[config.mk]
export PLATFORM = sky130hd
export DESIGN_NAME = bin_to_bcd_seq
export DESIGN_NICKNAME = d
export VERILOG_FILES = /design/src/rtl/bcd_pkg.sv /design/src/rtl/bcd_add3.sv /design/src/rtl/bin_to_bcd_seq.sv
export SDC_FILE = /design/constraint.sdc
export NUM_CORES = 1
export LEC_CHECK = 0
export BUFFER_PORTS_ARGS = -buffer_cell sky130_fd_sc_hd__buf_2
export CORE_ASPECT_RATIO = 0.5
export CORE_MARGIN = 5
export CORE_UTILIZATION = 50
export CTS_CLUSTER_DIAMETER = 150
export DETAILED_ROUTE_END_ITERATION = 10
export GPL_ROUTABILITY_DRIVEN = 0
export PLACE_DENSITY_LB_ADDON = 0.1
export SETUP_SLACK_MARGIN = 0.3
export SLEW_MARGIN = 20
export SYNTH_ARGS = -nofsm -noshare
export SYNTH_HDL_FRONTEND = slang
export SYNTH_HIERARCHICAL = 1
export SYNTH_SLANG_ARGS = --single-unit
[constraint.sdc]
create_clock -name clk -period 3.5 [get_ports clk]
set_clock_uncertainty 0.1 [all_clocks]
set_input_delay 0.7 -clock clk [delete_from_list [all_inputs] [get_ports clk]]
set_output_delay 0.7 -clock clk [all_outputs]
set_load 0.01 [all_outputs]
[src/rtl/bcd_pkg.sv]
// Shared constants and types for the binary-to-BCD converter.
package bcd_pkg;

  localparam int              BCD_DIGIT_W = 4;
  localparam logic [3:0]      ADD3_THRESH = 4'd5;

  typedef enum logic {IDLE, SHIFT} state_t;

  // Smallest digit count whose decimal range covers every IN_W-bit value.
  function automatic int min_digits(input int in_w);
    longint unsigned max_val;
    longint unsigned p;
    int              d;
    max_val = (64'd1 << in_w) - 64'd1;
    p       = 64'd10;
    d       = 1;
    for (int i = 0; i < 20; i++) begin
      if (p <= max_val) begin
        d++;
        p = p * 64'd10;
      end
    end
    return d;
  endfunction

endpackage

[src/rtl/bcd_add3.sv]
// Single-digit double-dabble corrector: digits of 5 or more get +3 so the
// following left shift carries into the next decimal digit.
module bcd_add3
  import bcd_pkg::*;
(
  input  logic [BCD_DIGIT_W-1:0] d_in,
  output logic [BCD_DIGIT_W-1:0] d_out
);

  // Combinational add-3 correction, wraps mod 16.
  always_comb begin
    d_out = d_in;
    if (d_in >= ADD3_THRESH) d_out = d_in + 4'd3;
  end

endmodule

[src/rtl/bin_to_bcd_seq.sv]
// Sequential binary-to-BCD converter (shift-and-add-3, one bit per clock).
// bcd_out is only written on the completing edge, so the downstream
// seven-segment decoder never sees a partial result.
module bin_to_bcd_seq
  import bcd_pkg::*;
#(
  parameter int IN_W   = 8,
  parameter int DIGITS = 3
) (
  input  logic                          clk,
  input  logic                          rst,
  input  logic                          start,
  input  logic [IN_W-1:0]               bin_in,
  output logic                          busy,
  output logic                          done,
  output logic [BCD_DIGIT_W*DIGITS-1:0] bcd_out
);

  localparam int BCD_W = BCD_DIGIT_W * DIGITS;
  localparam int CNT_W = $clog2(IN_W + 1);

  if (DIGITS < min_digits(IN_W)) begin : g_digits_check
    $error("bin_to_bcd_seq: DIGITS too small for IN_W");
  end

  state_t           state;
  logic [IN_W-1:0]  bin_shift;
  logic [BCD_W-1:0] bcd_work;
  logic [BCD_W-1:0] bcd_corr;
  logic [BCD_W-1:0] bcd_next;
  logic [CNT_W-1:0] cnt;

  // One corrector per working digit, applied before the shift.
  for (genvar g = 0; g < DIGITS; g++) begin : g_digit
    bcd_add3 u_add3 (
      .d_in  (bcd_work[g*BCD_DIGIT_W +: BCD_DIGIT_W]),
      .d_out (bcd_corr[g*BCD_DIGIT_W +: BCD_DIGIT_W])
    );
  end

  // Corrected value shifted left; binary MSB enters digit 0 LSB.
  // The corrected MSB falls off; it is always zero given the DIGITS check.
  always_comb begin
    bcd_next = (bcd_corr << 1) | BCD_W'(bin_shift[IN_W-1]);
  end

  // Control FSM with counter, working registers and registered outputs.
  always_ff @(posedge clk) begin
    if (rst) begin
      state     <= IDLE;
      busy      <= 1'b0;
      done      <= 1'b0;
      bcd_out   <= '0;
      bcd_work  <= '0;
      bin_shift <= '0;
      cnt       <= '0;
    end else begin
      case (state)
        IDLE: begin
          done <= 1'b0;
          if (start) begin
            bin_shift <= bin_in;
            bcd_work  <= '0;
            cnt       <= CNT_W'(IN_W);
            busy      <= 1'b1;
            state     <= SHIFT;
          end
        end
        SHIFT: begin
          bcd_work  <= bcd_next;
          bin_shift <= bin_shift << 1;
          cnt       <= cnt - 1'b1;
          if (cnt == CNT_W'(1)) begin
            bcd_out <= bcd_next;
            done    <= 1'b1;
            busy    <= 1'b0;
            state   <= IDLE;
          end
        end
        default: state <= IDLE;
      endcase
    end
  end

endmodule

==> results_dict.tcl, run 1 <==
set metrics [dict create \
    register_area_sq_um 781 \
    start_util 0.535 \
    clk_latency_ns 0.29 \
    die-area_sq_mm 0.00520 \
    fillerInstances 349 \
    clk_pin_slew_ns 0.07 \
    drc 0 \
    worst_ep_required_time_ns 3.54 \
    post-dp-hpwl_microns 2370 \
    yosys_warnings 6 \
    dr.pass1.iters 5 \
    path_class "register to register" \
    setup_viol 0 \
    fmax_mhz 521 \
    cap_viol_max_count 0 \
    syn-cell-area_sq_mm 0.00190 \
    leakage_nw 0.826 \
    cts_tree "yes" \
    numClockSinks 39 \
    tns_ns 0 \
    start_kind "register" \
    grt_pass1_wl_microns 6130 \
    grt_pass1_vias 1356 \
    grt_use_total 0.150 \
    final_area_sq_mm 0.00208 \
    endpoint_kind "register" \
    numCtsBuffers 5 \
    synth_fp_nets 246 \
    avgSynthCellArea_sq_um 8.36 \
    cts_hold_repair.buffers 0 \
    grt_setup_unrepaired "no" \
    place_area_sq_mm 0.00200 \
    grt_max_degree 40 \
    final_hold_viol_count 0 \
    port_buffers 24 \
    peakVddDrop_v 0.000201 \
    cts_resized 0 \
    nets 264 \
    layout-drive-gt1-share 0.211 \
    power_w 0.000833 \
    crit_fanout 18 \
    die_w_microns 97.1 \
    powerDensity_mw_per_mm2 401 \
    antenna_found_initial 0 \
    multi_input_area_sq_um 990 \
    cts_buffer_depth 2 \
    pin_count 25 \
    avgViaCountPerCell 4.99 \
    root_buffer "clkbuf_8" \
    drt-initial-drc-count 74 \
    cp.arrival_ns 1.96 \
    finalWirelength_microns 3590 \
    period_share 0.548 \
    rows 15 \
    antenna_cells 0 \
    final_util 0.586 \
    tightest_slew_ns 0.792 \
    syn_to_final_growth_pct 9.63 \
    maxSlewHeadroom 0.472 \
    post_cts_buffers 0 \
    overflow 0 \
    slew_violations 0 \
    final_antenna_net_count 0 \
    period_minus_slack_ns 1.92 \
    core_sq_mm 0.00355 \
    dieHeight_microns 53.6 \
    hp-class "register to register" \
    netlist_instances 227 \
    wl_per_cell_microns 12.1 \
    cts_htree_levels 2 \
    vias 1481 \
    status "complete, no violations" \
]
report_power, final:
| part | switching (W) | total, W | internal, W | leakage (nW) |
|---|---|---|---|---|
| Combinational | 0.0000421 | 0.0000739 | 0.0000319 | 0.461 |
| Sequential | 0.0000133 | 0.000469 | 0.000456 | 0.317 |
| Clock | 0.000153 | 0.000289 | 0.000136 | 0.0477 |
| Total | 0.000208 | 0.000833 | 0.000624 | 0.826 |
stage by stage:
step	hold WS, ns	std cells	worst slack [ns]
after floorplan	0.338	227	1.98
final	0.352	297	1.58
after global placement	0.339	289	1.61
after CTS	0.357	297	1.58
after global routing	0.380	297	1.39
after detailed placement	0.347	289	1.57
cells in the final DEF (no fill, tap or decap), drive strengths merged, types with 5 or more instances in the layout:
master  count
a21oi      38
buf        25
clkbuf      5
dfxtp      39
ha          8
inv         8
mux2        7
nand2      49
nand2b      6
nor2       20
nor3        6
nor3b      14
area by class of cell:
class                           count  share of cell area
Sequential cell                    39               0.375
Clock buffer                        5              0.0331
Tap cell                           51              0.0307
Inverter                            9              0.0162
Multi-Input combinational cell    165               0.476
Timing Repair Buffer               25              0.0614
Clock inverter                      3             0.00722
sequential cells by signal, summed over array words and instances, names as in the netlist:
register and count:
busy 1, bin_shift 8, done 1, bcd_out 12, state 1, bcd_work 12, cnt 4
worst max-delay path: stages (launching register included):
cell and delay, ns:
dfxtp_1 0.69, nand4bb_1 0.63, nand2_1 0.28, a21oi_2 0.07
layer usage:
metal,track usage,vias to the layer above,wire [microns]
met5,0,-,0
met4,0.0559,0,36
met3,0.0479,5,137
met2,0.247,23,1530
met1,0.189,669,1890
li1,-,784,-
final timing paths:
kind | from | endpoint | slack, ns | cells after the start
min reg2reg | bcd_out[10]$_SDFFE_PP0P_ | bcd_out[10]$_SDFFE_PP0P_ | 0.35 | 2
max reg2reg | state$_SDFF_PP0_ | bcd_out[4]$_SDFFE_PP0P_ | 1.58 | 3
min | bcd_out[10]$_SDFFE_PP0P_ | bcd_out[10]$_SDFFE_PP0P_ | 0.35 | 2
max | state$_SDFF_PP0_ | bcd_out[4]$_SDFFE_PP0P_ | 1.58 | 3
Note: power is estimated with default switching activity, not from simulation.
==> run 2: changes to the inputs <==
- clock period: 3.5 -> 2 ns (I/O delays scaled with it)
==> results_dict.tcl, run 2 (synthesis gave the netlist of run 1 again) <==
set metrics [dict create \
    status "complete, no violations" \
    numCtsBuffers 5 \
    final_antenna_net_count 0 \
    dieHeight_microns 53.6 \
    grt_pass1_wl_microns 6580 \
    vias 1517 \
    final_area_sq_mm 0.00214 \
    layout-drive-gt1-share 0.235 \
    fmax_mhz 639 \
    root_buffer "clkbuf_8" \
    cap_viol_max_count 0 \
    grt_setup_unrepaired "no" \
    final_cell_mix "49 x nand2_1, 37 x dfxtp_1, 26 x a21oi_1" \
    grt_pass1_vias 1497 \
    slew_violations 0 \
    tightest_slew_ns 0.258 \
    numClockSinks 39 \
    cp.arrival_ns 1.69 \
    grt_use_total 0.162 \
    start_kind "register" \
    worst_ep_required_time_ns 2.13 \
    combPwrFrac 0.099 \
    nets 269 \
    path_class "register to register" \
    syn_to_final_growth_pct 12.7 \
    seq_power_share 0.551 \
    post-dp-hpwl_microns 2430 \
    drt-initial-drc-count 30 \
    drc 0 \
    period_minus_slack_ns 1.56 \
    powerDensity_mw_per_mm2 692 \
    largestRegisters "bcd_out (12), bcd_work (12), bin_shift (8)" \
    fin_cells 302 \
    die-area_sq_mm 0.00520 \
    die_w_microns 97.1 \
    port_buffers 24 \
    swShare 0.251 \
    power_w 0.00148 \
    clk_latency_ns 0.29 \
    antenna_cells 0 \
    period_share 0.782 \
    clk_pin_slew_ns 0.07 \
    overflow 0 \
    pin_count 25 \
    endpoint_kind "register" \
    final_util 0.602 \
    peakVddDrop_v 0.000352 \
    p_clk_frac 0.350 \
    place_area_sq_mm 0.00204 \
    finalWirelength_microns 3670 \
    maxSlewHeadroom 0.826 \
    leakage_nw 0.843 \
    grt_max_degree 40 \
    internal_power_w 0.00111 \
    setup_viol 0 \
    crit_fanout 5 \
    start_util 0.535 \
    avgViaCountPerCell 5.02 \
    cts_htree_levels 2 \
    hp-class "input port to register" \
    dr.pass1.iters 2 \
    core_sq_mm 0.00355 \
    tns_ns 0 \
    cts_buffer_depth 2 \
    wl_per_cell_microns 12.1 \
    final_hold_viol_count 0 \
    p_sw_w 0.000372 \
    cts_tree "yes" \
    placedCellCount 293 \
    final_common_cell "nand2_1" \
    antenna_found_initial 0 \
    rows 15 \
]
[run 2: changes by cell type in the layout (fill, tap and decap cells not counted), sizes merged]
cell and change:
buf +5, clkbuf +2, clkinv -2
[run 2: power by group through the flow]
stage,Combinational (W),Sequential [W],Clock [W]
after floorplan,0.000117,0.000829,0
after global placement,0.000144,0.000833,0
after detailed placement,0.000147,0.000833,0
after CTS,0.000148,0.000816,0.000532
after global routing,0.000163,0.000819,0.000574
final,0.000146,0.000815,0.000517
[run 2: final timing paths]
| kind | from | endpoint | slack [ns] | depth (start not counted) |
|---|---|---|---|---|
| worst max-delay path | bcd_work[0]$_SDFFE_PP0P_ | bcd_out[1]$_SDFFE_PP0P_ | 0.44 | 8 |
| worst min register to register | bcd_out[9]$_SDFFE_PP0P_ | bcd_out[9]$_SDFFE_PP0P_ | 0.35 | 2 |
| worst max register to register | bcd_work[0]$_SDFFE_PP0P_ | bcd_out[1]$_SDFFE_PP0P_ | 0.44 | 8 |
| worst min-delay path | bin_in[0] | bin_shift[0]$_SDFFE_PP0P_ | 0.30 | 3 |
[run 2: area by class of cell]
class	count	area [sq um]
Clock buffer	7	76.3
Clock inverter	1	5.00
Fill cell	339	1410
Inverter	9	33.8
Multi-Input combinational cell	165	997
Sequential cell	39	783
Tap cell	51	63.8
Timing Repair Buffer	30	178
[run 2: through the flow]
stage | worst slack (ns) | hold slack (ns)
floorplan | 0.561 | 0.338
global placement | 0.514 | 0.339
detailed placement | 0.443 | 0.346
CTS | 0.424 | 0.307
global route | 0.306 | 0.344
finish | 0.435 | 0.303
[run 2: worst max-delay path, stage by stage, from the launching register on]
cell and delay (ns):
dfxtp_1 0.40, inv_1 0.06, ha_1 0.22, nand2b_1 0.12, a21oi_2 0.08, buf_4 0.14
xnor2_1 0.17, nand2_1 0.09, a21oi_2 0.12
[run 2: routing by layer]
layer  vias up  track usage  share of wire
met5         -            0              0
met4         0       0.0746          0.015
met3         8       0.0556          0.049
met2        22        0.282           0.43
met1       687        0.186           0.50
li1        800            -              -
[run 2: repair_timing]
action	CTS	global route
hold buffers	0	0
setup endpoints to repair	0	4
setup buffers	0	1
resized for setup	0	4
==> run 3: changes to the inputs <==
- clock period: 2 -> 1.6 ns (I/O delays scaled with it)
==> results_dict.tcl, run 3 (synthesis gave the netlist of run 1 again) <==
set metrics [dict create \
    status "complete, no violations" \
    hp-class "input port to register" \
    start_util 0.535 \
    final_cell_mix "45 x nand2_1, 31 x dfxtp_1, 24 x buf_2" \
    drt-initial-drc-count 60 \
    fin_ws_ns 0.118 \
    core_sq_mm 0.00355 \
    maxSlewHeadroom 0.798 \
    grt_setup_unrepaired "yes" \
    grt_pass1_wl_microns 6900 \
    root_buffer "clkbuf_8" \
    pin_count 25 \
    grt_pass1_vias 1531 \
    wl_per_cell_microns 13.0 \
    cts_buffer_depth 2 \
    vias 1591 \
    period_share 0.927 \
    rows 15 \
    largestRegisters "bcd_out (12), bcd_work (12), bin_shift (8)" \
    period_minus_slack_ns 1.48 \
    avgViaCountPerCell 5.13 \
    final_common_cell "nand2_1" \
    antenna_cells 0 \
    cts_tree "yes" \
    finalWirelength_microns 4030 \
    syn_to_final_growth_pct 30.1 \
    fillerInstances 270 \
    nets 277 \
    antenna_found_initial 0 \
    port_buffers 24 \
    dieHeight_microns 53.6 \
    holdWs_ns 0.223 \
    numClockSinks 39 \
    overflow 0 \
    final_antenna_net_count 0 \
    clk_pin_slew_ns 0.07 \
    clk_latency_ns 0.28 \
    setup_viol 0 \
    start_kind "register" \
    grt_use_total 0.166 \
    endpoint_kind "register" \
    dr.pass1.iters 4 \
    slew_violations 0 \
    cp.arrival_ns 1.61 \
    leakage_nw 0.943 \
    cap_viol_max_count 0 \
    final_hold_viol_count 0 \
    place_ws_ns 0.151 \
    powerDensity_mw_per_mm2 788 \
    numCtsBuffers 5 \
    die_w_microns 97.1 \
    worst_ep_required_time_ns 1.72 \
    grt_max_degree 21 \
    fmax_mhz 675 \
    die-area_sq_mm 0.00520 \
    post-dp-hpwl_microns 2550 \
    crit_fanout 3 \
    tns_ns 0 \
    cts_htree_levels 2 \
    peakVddDrop_v 0.000530 \
    drc 0 \
    layout-drive-gt1-share 0.405 \
    path_class "register to register" \
    tightest_slew_ns 0.303 \
]
-- run 3: cell types whose count changed in the layout (fill, tap and decap cells not counted), sizes merged --
cell and change:
buf +7, clkinv -2, and4bb +1, clkinvlp +1, clkbuf +1
-- run 3: worst paths after layout --
path,startpoint,to,slack (ns),cells after the start
setup / recovery,bcd_work[1]$_SDFFE_PP0P_,bcd_out[2]$_SDFFE_PP0P_,0.12,7
setup reg to reg,bcd_work[1]$_SDFFE_PP0P_,bcd_out[2]$_SDFFE_PP0P_,0.12,7
hold reg to reg,bcd_out[8]$_SDFFE_PP0P_,bcd_out[8]$_SDFFE_PP0P_,0.35,2
hold / removal,bin_in[0],bin_shift[0]$_SDFFE_PP0P_,0.22,3
-- run 3: final cells by class --
type                            instances  area (sq um)  area share
Clock buffer                            8           100      0.0405
Inverter                                9          42.5      0.0172
Multi-Input combinational cell        166          1220       0.495
Sequential cell                        39           796       0.322
Tap cell                               51          63.8      0.0258
Timing Repair Buffer                   37           245      0.0993
-- run 3: layer usage --
| metal | vias to the layer above | share of wire | GRT usage |
|---|---|---|---|
| met1 | 729 | 0.48 | 0.206 |
| met5 | - | 0 | 0 |
| li1 | 814 | - | - |
| met2 | 44 | 0.46 | 0.285 |
| met4 | 0 | 0.0060 | 0.0490 |
| met3 | 4 | 0.063 | 0.0530 |
-- run 3: report_power, final --
group          switching (W)  internal (W)  leakage (nW)
logic               0.000107     0.0000945         0.571
registers          0.0000289      0.000996         0.321
clock network       0.000327      0.000393        0.0515
-- run 3: through the flow --
stage	power (W)	instances	cell area [sq um]	util
after floorplan	0.00118	227	1960	-
after detailed placement	0.00123	295	2120	0.598
after global placement	0.00123	295	2120	0.598
after global routing	0.00204	310	2470	0.696
final	0.00195	310	2470	0.696
after CTS	0.00195	307	2340	0.659
-- run 3: what timing repair did --
action	CTS	global route
gates cloned	1	0
buffers inserted	3	3
setup endpoints to repair	21	25
pin swaps	6	14
gates resized for setup	15	27
hold buffers	0	0
-- run 3: critical path: stages (launching register included) --
cell and delay, ns:
dfxtp_2 0.34, inv_2 0.06, ha_2 0.16, nand2b_4 0.14
a21oi_4 0.17, mux2i_2 0.26, nand2_1 0.09, a21oi_2 0.11
